### src/rtl/dmem_arb_pkg.sv
// Shared types and defaults for the data-memory arbiter.
// Holds the arbiter state enum, default widths and a counter-width helper.
package dmem_arb_pkg;

  localparam int AW_DEF = 8;
  localparam int DW_DEF = 8;

  typedef enum logic [1:0] {
    IDLE,
    CORE,
    HOST,
    LOCKED
  } arb_state_t;

  function automatic int cnt_w(input int lim);
    return (lim < 1) ? 1 : $clog2(lim + 1);
  endfunction

endpackage

### src/rtl/dmem_arbiter_starve_ctr.sv
// Saturating counter of cycles a host request has lost to the core.
// Ports: clk, reset (async low), inc, clr (wins over inc), cnt.
module starve_ctr
  import dmem_arb_pkg::*;
#(
  parameter int LIM = 4,
  parameter int W   = cnt_w(LIM)
) (
  input  logic         clk,
  input  logic         reset,
  input  logic         inc,
  input  logic         clr,
  output logic [W-1:0] cnt
);

  localparam logic [W-1:0] LIM_V = W'(LIM);

  always_ff @(posedge clk or negedge reset) begin
    if (!reset) begin
      cnt <= '0;
    end else if (clr) begin
      cnt <= '0;
    end else if (inc && cnt != LIM_V) begin
      cnt <= cnt + W'(1);
    end
  end

endmodule

### src/rtl/dmem_arbiter.sv
// Arbitrates one single-port data memory between the core and a host.
// Ports: core/host request sides, registered read returns, memory port.
module dmem_arbiter
  import dmem_arb_pkg::*;
#(
  parameter int AW         = AW_DEF,
  parameter int DW         = DW_DEF,
  parameter int STARVE_LIM = 4
) (
  input  logic          clk,
  input  logic          reset,
  input  logic          core_req,
  input  logic          core_we,
  input  logic [AW-1:0] core_addr,
  input  logic [DW-1:0] core_wdata,
  output logic          core_gnt,
  output logic          core_stall,
  output logic [DW-1:0] core_rdata,
  output logic          core_rvalid,
  input  logic          host_req,
  input  logic          host_we,
  input  logic          host_lock,
  input  logic [AW-1:0] host_addr,
  input  logic [DW-1:0] host_wdata,
  output logic          host_gnt,
  output logic [DW-1:0] host_rdata,
  output logic          host_rvalid,
  output logic          mem_wr_en,
  output logic [AW-1:0] mem_addr,
  output logic [DW-1:0] mem_dat_in,
  input  logic [DW-1:0] mem_dat_out
);

  localparam int SW = cnt_w(STARVE_LIM);

  arb_state_t    state;
  arb_state_t    state_nxt;
  logic [SW-1:0] starve_cnt;
  logic          starve_hit;

  assign starve_hit = (starve_cnt >= SW'(STARVE_LIM));

  starve_ctr #(
    .LIM (STARVE_LIM),
    .W   (SW)
  ) u_starve (
    .clk   (clk),
    .reset (reset),
    .inc   (host_req & ~host_gnt),
    .clr   (~host_req | host_gnt),
    .cnt   (starve_cnt)
  );

  always_ff @(posedge clk or negedge reset) begin
    if (!reset) begin
      state <= IDLE;
    end else begin
      state <= state_nxt;
    end
  end

  always_comb begin
    state_nxt = state;
    unique case (state)
      LOCKED: begin
        state_nxt = host_lock ? LOCKED : IDLE;
      end
      default: begin
        unique case (1'b1)
          host_gnt: state_nxt = host_lock ? LOCKED : HOST;
          core_gnt: state_nxt = CORE;
          default:  state_nxt = IDLE;
        endcase
      end
    endcase
  end

  // Grants are gated by reset so nothing reaches memory while it is held.
  always_comb begin
    core_gnt = 1'b0;
    host_gnt = 1'b0;
    if (reset) begin
      unique case (state)
        LOCKED: begin
          host_gnt = host_req;
        end
        default: begin
          if (core_req && host_req) begin
            host_gnt = starve_hit;
            core_gnt = ~starve_hit;
          end else begin
            core_gnt = core_req;
            host_gnt = host_req;
          end
        end
      endcase
    end
  end

  assign core_stall = reset & core_req & ~core_gnt;

  always_comb begin
    mem_wr_en  = 1'b0;
    mem_addr   = '0;
    mem_dat_in = '0;
    if (core_gnt) begin
      mem_wr_en  = core_we;
      mem_addr   = core_addr;
      mem_dat_in = core_wdata;
    end else if (host_gnt) begin
      mem_wr_en  = host_we;
      mem_addr   = host_addr;
      mem_dat_in = host_wdata;
    end
  end

  always_ff @(posedge clk or negedge reset) begin
    if (!reset) begin
      core_rvalid <= 1'b0;
      core_rdata  <= '0;
      host_rvalid <= 1'b0;
      host_rdata  <= '0;
    end else begin
      core_rvalid <= core_gnt & ~core_we;
      host_rvalid <= host_gnt & ~host_we;
      if (core_gnt && !core_we) begin
        core_rdata <= mem_dat_out;
      end
      if (host_gnt && !host_we) begin
        host_rdata <= mem_dat_out;
      end
    end
  end

endmodule

### config.mk
export PLATFORM = sky130hd
export DESIGN_NAME = dmem_arbiter
export DESIGN_NICKNAME = d
export VERILOG_FILES = /design/src/rtl/dmem_arb_pkg.sv /design/src/rtl/dmem_arbiter_starve_ctr.sv /design/src/rtl/dmem_arbiter.sv
export SDC_FILE = /design/constraint.sdc
export NUM_CORES = 1
export LEC_CHECK = 0
export CORE_MARGIN = 2
export CORE_UTILIZATION = 33
export DETAILED_ROUTE_END_ITERATION = 10
export PLACE_DENSITY = 0.89
export SYNTH_ARGS = -nofsm -noshare
export SYNTH_HDL_FRONTEND = slang
export SYNTH_SLANG_ARGS = --single-unit
### constraint.sdc
create_clock -name clk -period 2.3 [get_ports clk]
set_clock_uncertainty 0.05 [all_clocks]
set_input_delay 0.46 -clock clk [delete_from_list [all_inputs] [get_ports clk]]
set_output_delay 0.46 -clock clk [all_outputs]
set_load 0.02 [all_outputs]
# == After elaboration in Yosys (flattened, before gate mapping) ==
# Index checks and enable logic that the tools add are counted.
# Widths: inputs -> output; s select.
# word_totals
register_bits,23
inputBits,47
out_inout_bits,38
wordCells,47
# op_classes
n_addsub,1
n_lt_le_gt_ge,1
n_eq_ne,2
muxes,18
bitwise_logic,12
reduce_logical,7
# op_table
op,n
$mux 8,4
$mux 1,9
$mux 3,2
$not 1->1,6
$and 1x1->1,5
$logic_and 1x1->1,4
$mux 2,2
$pmux 2 s2,1
$add 3x1->3 const B,1
$ge 3x3->1 const B,1
$ne 3x3->1 const B,1
$eq 2x2->1 const B,1
$logic_not 1->1,2
$reduce_bool 2->1,1
$or 1x1->1,1

# == Logic depth before layout (Yosys ltp) ==
# depth
word_depth,9
mapped_depth,5

# == Hierarchy ==
# From an unflattened synthesis, not the netlist that was laid out.
# unflattened
cells_unflattened,88
hier_area_um2,1162.4
# by_module_without_submodules
mod,n_inst,cells_per_inst,area_per_inst_um2
dmem_arbiter,1,71,963.4
starve_ctr,1,17,198.9

# == Worst setup path before layout ==
# OpenSTA, ideal clock, no wires.
# synth_timing
path_kind,input to output
startpoint,input port host_req
endpoint,output port mem_addr[0]
arrival_time_ns,1.439
t_required_ns,1.790
slack_ns,0.351
path_stages,4
path_cell_list,a22o_1 -> nor2_2 -> buf_4 -> a22o_1
# synth_rtl
item,line,source
from (decl),dmem_arbiter.sv:20,"input logic host_req,"
$logic_and 1x1->1,dmem_arbiter.sv:88,if (core_req && host_req) begin
$mux 1,dmem_arbiter.sv:88,
$mux 1,dmem_arbiter.sv:83,unique case (state)
$mux 1,dmem_arbiter.sv:82,if (reset) begin
via core_gnt,dmem_arbiter.sv:16,"output logic core_gnt,"
$mux 8,dmem_arbiter.sv:106,if (core_gnt) begin
to (decl),dmem_arbiter.sv:29,"output logic [AW-1:0] mem_addr,"
# The timed path passes the listed nets, and every way through them passes these cells.

# == Worst setup path in the final report ==
# layout_timing
startpoint,input port core_req
endpoint,output port mem_dat_in[5]
# layout_between
elab_chain_cells,6
# layout_rtl
item,line,source
from (decl),dmem_arbiter.sv:12,"input logic core_req,"
$logic_and 1x1->1,dmem_arbiter.sv:88,
$mux 1,dmem_arbiter.sv:88,
$mux 1,dmem_arbiter.sv:83,
$mux 1,dmem_arbiter.sv:82,
$mux 8,dmem_arbiter.sv:110,end else if (host_gnt) begin
$mux 8 (*),dmem_arbiter.sv:106,
to (decl),dmem_arbiter.sv:30,"output logic [DW-1:0] mem_dat_in,"
# Every way passes the cells marked *; elsewhere a longest branch is shown, timed or not.

==> impl_metrics.ini <==
[synth]
yosysTopAreaCell = dfrtp_1
seq_area_frac_synth = 0.515
synth_top_cell_area_share = 0.515
yosysWarnings = 0
synth_fp_nets = 133
netlist-cell-type-count = 20
synth-async-reset-ratio = 1.00
ys.flop_type = dfrtp_1
synth_top_cells_by_count = dfrtp_1 (23), a22o_1 (18), mux2_2 (17)
number_of_synthesized_flops_with_an_enable_pin = 0
synthesis.instances = 84
mappedNetlistArea_um2 = 1120
postSynthAreaPerCell_um2 = 13.3
synth-seq-cells = 23
most_repeated_cell_in_the_gate_level_netlist_after_synthesis = dfrtp_1
post_synth_main_area_contributors = dfrtp_1 (52%), mux2_2 (17%), a22o_1 (14%)

[timing]
grt_setup_unrepaired = true
number_of_pins_exceeding_their_max_slew_limit_in_the_final_report = 0
fin_crit_ps = 2240
max_freq_ghz = 0.446
final.hold.worst_slack_ps = 205
final.setup.worst_slack_ps = 60.0
slew_headroom = 0.831
period_share = 0.974
final-setup-viol-count = 0
final-hold-violation-count = 0
max_slew.worst_pin.slew_ps = 252

[worst_setup_path]
setup_crit_start = core_req
worst_setup_path_class = input pin to primary output
critical_path.reg2reg.startpoint = u_starve.cnt[2]
worst_setup_path_end_kind = primary output
worstPathArrival_ps = 1730
worstReg2RegEnd = core_rdata[1]
endpoint = mem_dat_in[5]
startpoint_type = input pin
worst_r2r_path_depth = 5
cpPeakStageDelay_ps = 470
critical_path_peak_fanout = 7
reg2reg_slack_ps = 690
critical_path.cell_chain = clkdlybuf4s50_1 > nand2_1 > nor2_2 > buf_6 > buf_4 > a22o_1 > buf_2
timing.critical_path.required_ps = 1790
crit_path_top_delay_cell = clkdlybuf4s50_1

[clock_tree]
cts_max_path_buffers = 2
cts_tree = done
cts-root-buf = clkbuf_4
clk_pin_slew_worst_paths_ps = 110
tritoncts.num_buffers = 3
clock_sink_count = 23
clk_latency_ps = 300
h_tree_depth = 1
cts_hold_buf = 0

[power]
total_power_uw = 1260
worst_ir_drop_vdd_mv = 0.421
leakage_uw = 0.000975
pwr_density_cell_nw_per_um2 = 593

[grt]
grt_pass1_wl_mm = 6.55
grt.overflow.total = 0
vias_in_the_first_global_route = 1284
grt_antenna_before_repair = 0
largest_net_degree_at_the_start_of_global_routing = 17
grt.total_usage = 0.220

[layout]
final_instance_area_um2 = 2130
design.final.nets = 241
syn2layout_area_growth_pct = 90.6
final_core_occ = 0.648
antenna_cells = 0
share_of_cells_above_drive_strength_1 = 0.351

[placed_design]
placedInstanceArea_um2 = 2140
dp_worst_setup_slack_ps = -431
numPortBuffers = 84
place_hpwl_mm = 3.51
gp_congestion = 0.907

[floorplanning]
io_pins = 85
start_util = 0.340
chipHeight_um = 62.2
fp.dieArea_um2 = 3870
coreArea_um2 = 3280
die_w_um = 62.2
row_count = 21

[drt]
detail_route.iter0.violations = 48
detail_route.wl_per_cell_um = 18.1
via_count = 1166
first_pass_iters = 4
remaining_drc_errors = 0
route.antenna.remaining_nets = 0
avgViaCountPerCell = 4.92
drt_wl_total_mm = 4.30

[job]
drv.max_cap_violation_count = 0

[outcome]
status = finished clean

[hold_path]
min_path_type = input pin to asynchronous set/reset pin
## report_power, final
group	leakage (uW)	switching [uW]	internal, uW	total [uW]
Combinational	0.000674	249	312	561
Sequential	0.000283	44.3	480	524
Clock	0.0000177	114	64.8	178
## state kept, by name, indices dropped and copies added, names as in the netlist
register	flops
core_rdata	8
host_rvalid	1
host_rdata	8
state	2
u_starve.cnt	3
core_rvalid	1
## worst max-delay path: cells and delay by family
family | cells | cell delay, ps
buffers and inverters | 4 | 900
and+or+nand+nor | 2 | 240
AOI/OAI and AO/OA | 1 | 120
## what timing repair did
item | 4_1_cts | 5_1_grt
setup buffers | 4 | 0
pin swaps | 3 | 1
cloned | 1 | 0
gates resized for setup | 83 | 5
setup endpoints to repair | 20 | 3
## layout by cell type, fill, tap and decap left out
cell and n:
mux2_2 17, a21o_1 1, a22o_1 18, buf_12 1
dfrtp_1 23, xnor2_1 1, clkinv_2 1, nor2b_1 1
nor2b_2 1, nand2_1 5, mux2i_1 1, nor3_4 1
buf_6 3, nor2_2 1, buf_4 22, inv_1 2
nor3b_1 3, clkbuf_4 3, dlygate4sd2_1 3, clkdlybuf4s50_1 62
buf_2 14, clkbuf_2 1, nand3b_1 1, ha_1 2
a211oi_4 1, o21ai_0 1, a21oi_2 1
## per-layer routing
| metal | vias up | track usage | wire [um] |
|---|---|---|---|
| li1 | 529 | - | - |
| met1 | 560 | 0.242 | 1570 |
| met2 | 71 | 0.378 | 2060 |
| met3 | 6 | 0.107 | 554 |
| met4 | 0 | 0.0639 | 109 |
| met5 | - | 0 | 0 |
## final cells by class
type / count / area [um^2]
clock buffers: 3 / 22.5
clock inverters: 1 / 5.00
fillers: 272 / 1150
inverters: 2 / 7.51
multi-input cells: 56 / 520
flip-flops and latches: 23 / 576
well taps: 46 / 57.6
repair buffers: 106 / 941
## logic make-up after synthesis
kind of cell | synth area share
buffers and inverters | 0.0224
DFF | 0.515
and+or+nand+nor | 0.0773
muxes | 0.180
adders and majority gates | 0.0224
xor gates and xnor gates | 0.00784
AOI/OAI and AO/OA | 0.175
## how the worst min path moves through the flow
stage,slack (ps),to
3_3_place_gp,440,host_rdata[0]
3_5_place_dp,440,core_rdata[6]
2_1_floorplan,110,core_rdata[0]
4_1_cts,200,core_rdata[6]
6_report,200,u_starve.cnt[2]
5_1_grt,200,u_starve.cnt[1]
## stage by stage
stage	setup TNS [ps]	cells
after floorplan	0	84
after global placement	-7250	228
after detailed placement	-7620	228
after CTS	0	237
after global routing	-10.6	237
final	0	237
Note: power is estimated with default switching activity, not from simulation.
